[config.mk]
export PLATFORM = sky130hd
export DESIGN_NAME = write_pointer_full
export DESIGN_NICKNAME = d
export VERILOG_FILES = /design/src/rtl/write_pointer_full.sv
export SDC_FILE = /design/constraint.sdc
export NUM_CORES = 1
export LEC_CHECK = 0
export BUFFER_PORTS_ARGS = -buffer_cell sky130_fd_sc_hd__buf_2
export CORE_MARGIN = 3
export CORE_UTILIZATION = 50
export DETAILED_ROUTE_END_ITERATION = 7
export PLACE_DENSITY_LB_ADDON = 0.1
export RECOVER_POWER = 50
export SLEW_MARGIN = 20
export SYNTH_ARGS = -nofsm -noshare
export SYNTH_HDL_FRONTEND = slang
export SYNTH_SLANG_ARGS = --single-unit
[constraint.sdc]
create_clock -name write_clk -period 4.9 [get_ports write_clk]
set_input_delay 0.98 -clock write_clk [delete_from_list [all_inputs] [get_ports write_clk]]
set_output_delay 0.98 -clock write_clk [all_outputs]
set_load 0.05 [all_outputs]
[src/rtl/write_pointer_full.sv]
// Write-side pointer logic of an async FIFO: binary/Gray write pointer, read-pointer synchronizer, full flag.
// Define FIFO_ALMOST_FULL_EN to build the registered almost-full flag; otherwise write_almost_full is tied low.
module write_pointer_full #(
   parameter int address_size      = 3,
   parameter int almost_full_level = 6
) (
   input  logic                    write_clk,
   input  logic                    write_reset,
   input  logic                    write_clk_en,
   input  logic [address_size:0]   read_pointer_gray,
   output logic [address_size-1:0] write_address,
   output logic [address_size:0]   write_pointer_gray,
   output logic                    write_full,
   output logic                    write_almost_full
);
   localparam int PW = address_size + 1;
   // Full means one lap ahead: top two Gray bits inverted, the rest equal.
   localparam logic [PW-1:0] FULL_MASK = PW'(3) << (address_size - 1);

   logic [PW-1:0] bin, next_bin, next_gray;
   logic [PW-1:0] sync_meta, sync_rptr;
   logic          full_next;

   always_comb begin
      next_bin  = bin + PW'(write_clk_en & ~write_full);
      next_gray = next_bin ^ (next_bin >> 1);
      full_next = (next_gray == (sync_rptr ^ FULL_MASK));
   end

   always_ff @(posedge write_clk or posedge write_reset) begin
      if (write_reset) begin
         bin                <= '0;
         write_pointer_gray <= '0;
         sync_meta          <= '0;
         sync_rptr          <= '0;
         write_full         <= 1'b0;
      end else begin
         sync_meta          <= read_pointer_gray;
         sync_rptr          <= sync_meta;
         bin                <= next_bin;
         write_pointer_gray <= next_gray;
         write_full         <= full_next;
      end
   end

   assign write_address = bin[address_size-1:0];

`ifdef FIFO_ALMOST_FULL_EN
   logic [PW-1:0] rbin, level;

   always_comb begin
      rbin = '0;
      for (int i = 0; i < PW; i++) rbin[i] = ^(sync_rptr >> i);
      level = next_bin - rbin;
   end

   always_ff @(posedge write_clk or posedge write_reset) begin
      if (write_reset) write_almost_full <= 1'b0;
      else             write_almost_full <= (int'(level) >= almost_full_level);
   end
`else
   assign write_almost_full = 1'b0;
`endif

endmodule

==> metrics.csv, run 1 <==
stage;metric;value;unit
logic_synthesis;Netlist cell types;20;
cts;Clock transition at path regs;0.08;ns
route;first drt pass iteration count;4;
logic_synthesis;cell taking the most area after synthesis;dfrtp_1;
logic_synthesis;Syn Inst Count;49;
cells_and_area;area grow syn2layout;14.3;%
cts;hold buffers post-CTS;0;
floorplanning;row cnt;12;
global_routing;GRT Overall Usage;12.1;%
logic_synthesis;#FFs+latches synth;16;
timing;Period minus WS final;2.42;ns
floorplanning;Die X-Extent;42.5;um
floorplanning;initial core utilization;56.9;%
logic_synthesis;Async S/R FF share, synth;100;%
cells_and_area;Final Non-Filler Cells;78;
place;DP HPWL;709;um
floorplanning;Die ar.;1810;um2
timing;worst slew pin tran;0.556;ns
timing;Slew Viols, Final;0;
cts;CTS root buf;clkbuf_4;
cts;H-tree depth;1;
logic_synthesis;predominant post-synthesis flop cell;dfrtp_1;
route;WL final;915;um
floorplanning;Placeable Area;1170;um2
setup_path;Startpoint Class;primary input;
setup_path;worst-path fanout max;5;
global_routing;initial antenna violation count;0;
logic_synthesis;Seq/Total Area, Yosys;60.0;%
setup_path;Worst Setup Path Type;in2reg;
route;vias;413;
cts;Sink Count;16;
timing;Setup Skew;0.00400;ns
setup_path;Worst Path Required;5.09;ns
global_routing;vias in the first global route;390;
logic_synthesis;Synth warnings;0;
route;average routed wire per standard cell;11.7;um
timing;Fmax;0.414;GHz
route;initial DRC count;7;
setup_path;Setup crit end kind;flip-flop;
timing;Final setup viols;0;
logic_synthesis;Synth area leaders;dfrtp_1 (60%), xnor2_1 (7.9%), xor2_4 (4.1%);
cells_and_area;diode count;0;
logic_synthesis;syn nets;58;
global_routing;largest net degree at the start of global routing;17;
logic_synthesis;Mapped Avg Cell Area;13.6;um2
timing;unrepaired setup endpoints after global routing;no;
cts;Longest Clk Path Bufs;2;
floorplanning;I/O pins;16;
logic_synthesis;Mapped Area;667;um2
logic_synthesis;EDFF count, synth;0;
place;Placed Cells;75;
timing;normalized max-slew margin;62.9;%
route;Via density;5.29;
logic_synthesis;post-synth top area share;60.0;%
route;DRC;0;
cts;PostCTS Resize Cnt;0;
worst_hold_path;Tightest Hold Check Type;reg2reg;
place;port bufs;14;
setup_path;crit path DAT;2.61;ns
timing;setup TNS;0;ns
route;Post-DRT Antenna Nets;0;
global_routing;global-route wire length before repair;1.58;mm
global_routing;GRT overflow;0;
timing;Final Cycle Share;49.3;%
status;status;completed;
floorplanning;Chip Height;42.5;um
cells_and_area;share of layout cells above drive strength 1;32.8;%
run;MaxCap Viol Count;0;
cts;Clk Latency, worst-skew pair;0.28;ns
place;Placer Congestion;0.659;
cts;CTS Buf Count;3;
timing;Final Hold Fails;0;
cells_and_area;Nets;75;
cts;postcts setup bufs;0;
cts;CTS tree;yes;
## critical path, stage by stage
cell     delay [ns]
buf_2          0.07
nor2b_1        0.13
ha_1           0.28
ha_1           0.24
xor2_1         0.37
or3_2          0.19
nand4_1        0.10
nor4_2         0.24
## cells in the final DEF (no fill, tap or decap)
| cell | netlist | final |
|---|---|---|
| nor4_2 | 1 | 1 |
| a211oi_2 | 1 | 1 |
| nand4_1 | 2 | 2 |
| buf_2 | 0 | 14 |
| a21oi_1 | 2 | 2 |
| xnor2_1 | 6 | 6 |
| a22oi_1 | 1 | 1 |
| nand2_1 | 3 | 3 |
| nand3_1 | 2 | 2 |
| xor2_4 | 1 | 1 |
| xor2_1 | 2 | 2 |
| or3_2 | 1 | 1 |
| nor2b_1 | 1 | 1 |
| nand3b_1 | 1 | 1 |
| conb_1 | 1 | 1 |
| ha_1 | 2 | 2 |
| o21ba_1 | 1 | 1 |
| mux2i_1 | 1 | 1 |
| dfrtp_1 | 16 | 16 |
| inv_1 | 2 | 2 |
| clkbuf_4 | 0 | 3 |
## cell usage after synthesis (2+ instances only)
cell type,number
ha_1,2
nand4_1,2
inv_1,2
xnor2_1,6
buf_4,2
xor2_1,2
dfrtp_1,16
a21oi_1,2
nand3_1,2
nand2_1,3
## flip-flops by register name, summed over array words and instances (netlist names)
name	count
write_full	1
write_pointer_gray	3
sync_meta	4
bin	4
sync_rptr	4
## cell families (layout without fill, tap and decap cells)
family	after synthesis	after routing	share of synthesized area [%]
fa+ha+maj	2	2	3.75
xor+xnor	9	9	14.6
flops	16	16	60.0
other cells	1	1	0.562
mux	1	1	1.50
compound gates	5	5	6.00
simple gates	11	11	10.1
buf+inv	4	19	3.38
## metal layers
| metal | track usage [%] | vias to the layer above | wire, um |
|---|---|---|---|
| li1 | - | 193 | - |
| met1 | 12.9 | 194 | 367 |
| met2 | 19.8 | 21 | 431 |
| met3 | 4.72 | 5 | 90 |
| met4 | 7.45 | 0 | 26 |
| met5 | 0 | - | 0 |
## path summary, 6_finish.rpt
kind / slack, ns / from / depth (start not counted) / end
setup / recovery: 2.48 / write_clk_en / 8 / write_full
hold reg to reg: 0.35 / sync_meta[0] / 0 / sync_rptr[0]
setup reg to reg: 2.88 / write_full / 7 / write_full
min in group asynchronous: 0.74 / write_reset / 2 / sync_rptr[3]
hold / removal: 0.35 / sync_meta[0] / 0 / sync_rptr[0]
max in group asynchronous: 3.80 / write_reset / 2 / write_pointer_gray[0]
## cell type report
class	instances	area, um2
well taps	14	17.5
fillers	86	409
flip-flops and latches	16	400
inverters	2	7.51
multi-input cells	29	244
clock buffers	3	22.5
repair buffers	14	70.1
## metrics by stage
step	cell area, um2	worst slack (ns)	util (%)	hold slack [ns]
2_1_floorplan	667	2.43	-	0.331
3_3_place_gp	739	2.26	63.1	0.332
3_5_place_dp	739	2.19	63.1	0.335
4_1_cts	762	2.46	65.1	0.354
5_1_grt	762	2.30	65.1	0.360
6_report	762	2.48	65.1	0.351
Power of run 1 is left out: the tool's default activity adds up to more than one toggle a clock period on the data nets, which glitch-free logic cannot reach.
==> run 2: changes to the inputs <==
--- a/config.mk
+++ b/config.mk
@@ -5,9 +5,10 @@
 export SDC_FILE = /design/constraint.sdc
 export NUM_CORES = 1
 export LEC_CHECK = 0
+export ABC_AREA = 1
 export BUFFER_PORTS_ARGS = -buffer_cell sky130_fd_sc_hd__buf_2
 export CORE_MARGIN = 3
-export CORE_UTILIZATION = 50
+export CORE_UTILIZATION = 44
 export DETAILED_ROUTE_END_ITERATION = 7
 export PLACE_DENSITY_LB_ADDON = 0.1
 export RECOVER_POWER = 50
==> constraint.sdc (replaced) <==
create_clock -name write_clk -period 2 [get_ports write_clk]
set_input_delay 0.4 -clock write_clk [delete_from_list [all_inputs] [get_ports write_clk]]
set_output_delay 0.4 -clock write_clk [all_outputs]
set_load 0.05 [all_outputs]
==> metrics.csv, run 2 <==
stage;metric;value;unit
status;status;completed;
logic_synthesis;Mapped Avg Cell Area;9.88;um2
setup_path;Crit path buffers/inverters;1;
run;MaxCap Viol Count;0;
logic_synthesis;Synth area leaders;dfrtp_1 (60%), nand3_1 (9.1%), nand2_1 (8.5%);
route;Post-DRT Antenna Nets;0;
logic_synthesis;cell taking the most area after synthesis;dfrtp_1;
cells_and_area;commonest non-fill, non-tap cell in the layout;dfrtp_1;
timing;Final Hold Fails;0;
route;DRC;0;
timing;Setup Skew;0.00274;ns
route;average routed wire per standard cell;10.6;um
floorplanning;row cnt;13;
cells_and_area;most frequent cells in the layout;dfrtp_1 (16), nand2_1 (15), buf_2 (14), nand3_1 (12), inv_1 (11);
global_routing;vias in the first global route;429;
route;vias;468;
setup_path;critical path's largest stage delay;0.38;ns
cells_and_area;diode count;0;
cts;postcts setup bufs;0;
logic_synthesis;Synth warnings;0;
setup_path;Worst Setup Path Type;reg2reg;
timing;normalized max-slew margin;60.4;%
global_routing;global-route wire length before repair;1.77;mm
logic_synthesis;post-synth top area share;60.5;%
timing;Slew Viols, Final;0;
cts;Longest Clk Path Bufs;2;
cts;PostCTS Resize Cnt;0;
logic_synthesis;count leader, synth;dfrtp_1;
global_routing;largest net degree at the start of global routing;17;
timing;worst slew pin tran;0.593;ns
route;initial DRC count;2;
logic_synthesis;Syn Inst Count;67;
setup_path;worst-path fanout max;5;
global_routing;initial antenna violation count;0;
timing;Final setup viols;0;
cts;hold buffers post-CTS;0;
setup_path;WP depth;9;
cells_and_area;area grow syn2layout;17.8;%
place;Placer Congestion;0.663;
cts;Clock transition at path regs;0.09;ns
cts;Clk Latency, worst-skew pair;0.28;ns
route;Via density;4.73;
logic_synthesis;Mapped Area;662;um2
logic_synthesis;syn nets;76;
logic_synthesis;predominant post-synthesis flop cell;dfrtp_1;
logic_synthesis;#FFs+latches synth;16;
route;first drt pass iteration count;4;
cells_and_area;Nets;94;
cells_and_area;share of layout cells above drive strength 1;29.8;%
setup_path;crit path DAT;1.84;ns
floorplanning;Placeable Area;1350;um2
timing;Final Cycle Share;80.9;%
setup_path;Startpoint Class;flip-flop;
floorplanning;Die X-Extent;44.8;um
floorplanning;initial core utilization;49.0;%
setup_path;CP cell instances;nor2_1 -> ha_1 -> ha_1 -> xor2_2 -> inv_1 -> nand2_1 -> nand2_1 -> nand3_1 -> nor2_1;
cts;Sink Count;16;
setup_path;R2R cell count;9;
floorplanning;I/O pins;16;
cts;CTS Buf Count;3;
logic_synthesis;EDFF count, synth;0;
timing;setup TNS;0;ns
global_routing;GRT Overall Usage;13.0;%
cells_and_area;largest registers;bin: 4 flops, sync_meta: 4 flops, sync_rptr: 4 flops;
setup_path;Worst Path Required;2.22;ns
cts;CTS tree;yes;
floorplanning;Die ar.;2010;um2
timing;Fmax;0.618;GHz
place;port bufs;14;
place;DP HPWL;815;um
setup_path;CP max stage cell;dfrtp_1;
logic_synthesis;Netlist cell types;11;
timing;Period minus WS final;1.62;ns
setup_path;R2R Setup Slk;0.38;ns
cts;H-tree depth;1;
setup_path;CP top delay family;adder cells;
logic_synthesis;Seq/Total Area, Yosys;60.5;%
route;WL final;1.05;mm
logic_synthesis;synth cell count leaders;dfrtp_1 (16), nand2_1 (15), nand3_1 (12);
timing;unrepaired setup endpoints after global routing;no;
setup_path;Setup crit end kind;flip-flop;
floorplanning;Chip Height;44.8;um
cts;CTS root buf;clkbuf_4;
logic_synthesis;Async S/R FF share, synth;100;%
worst_hold_path;Tightest Hold Check Type;in2async;
global_routing;GRT overflow;0;
-- run 2: layout make-up --
| type | instances | area (um2) |
|---|---|---|
| fill | 120 | 571 |
| sequential | 16 | 400 |
| multi-input combinational | 39 | 213 |
| timing repair buffer | 14 | 70.1 |
| inverter | 11 | 41.3 |
| clock buffer | 4 | 36.3 |
| tap | 15 | 18.8 |
-- run 2: logic make-up (layout without fill, tap and decap cells) --
kind of cell	Yosys count	after routing	synth area share, %
other	1	1	0.567
buffers and inverters	12	29	7.37
and+or+nand+nor	35	35	25.3
DFF	16	16	60.5
xor gates and xnor gates	1	1	2.46
adders and majority gates	2	2	3.78
-- run 2: worst paths after layout --
kind,endpoint,startpoint
max in group asynchronous,write_pointer_gray[0],write_reset
setup / recovery,write_full,write_full
min in group write_clk,sync_meta[2],read_pointer_gray[2]
setup reg to reg,write_full,write_full
hold / removal,sync_meta[2],write_reset
hold reg to reg,sync_rptr[0],sync_meta[0]
-- run 2: metal layers --
| metal | track usage, % | vias to the layer above | wire (um) |
|---|---|---|---|
| met5 | 0 | - | 0 |
| met4 | 10.5 | 0 | 10 |
| met3 | 3.59 | 2 | 66 |
| met2 | 18.3 | 14 | 515 |
| met1 | 16.6 | 212 | 453 |
| li1 | - | 240 | - |
-- run 2: through the flow --
| stage | util (%) | instances | hold WS [ns] | cell area (um2) | worst slack [ns] |
|---|---|---|---|---|---|
| 2_1_floorplan | - | 67 | 0.314 | 662 | 0.180 |
| 6_report | 57.7 | 99 | 0.165 | 779 | 0.382 |
| 5_1_grt | 57.7 | 99 | 0.190 | 779 | 0.180 |
| 3_3_place_gp | 55.1 | 95 | 0.331 | 743 | 0.221 |
| 4_1_cts | 57.7 | 99 | 0.176 | 779 | 0.357 |
| 3_5_place_dp | 55.1 | 95 | 0.338 | 743 | 0.220 |
Power of run 2 is left out for the same reason.
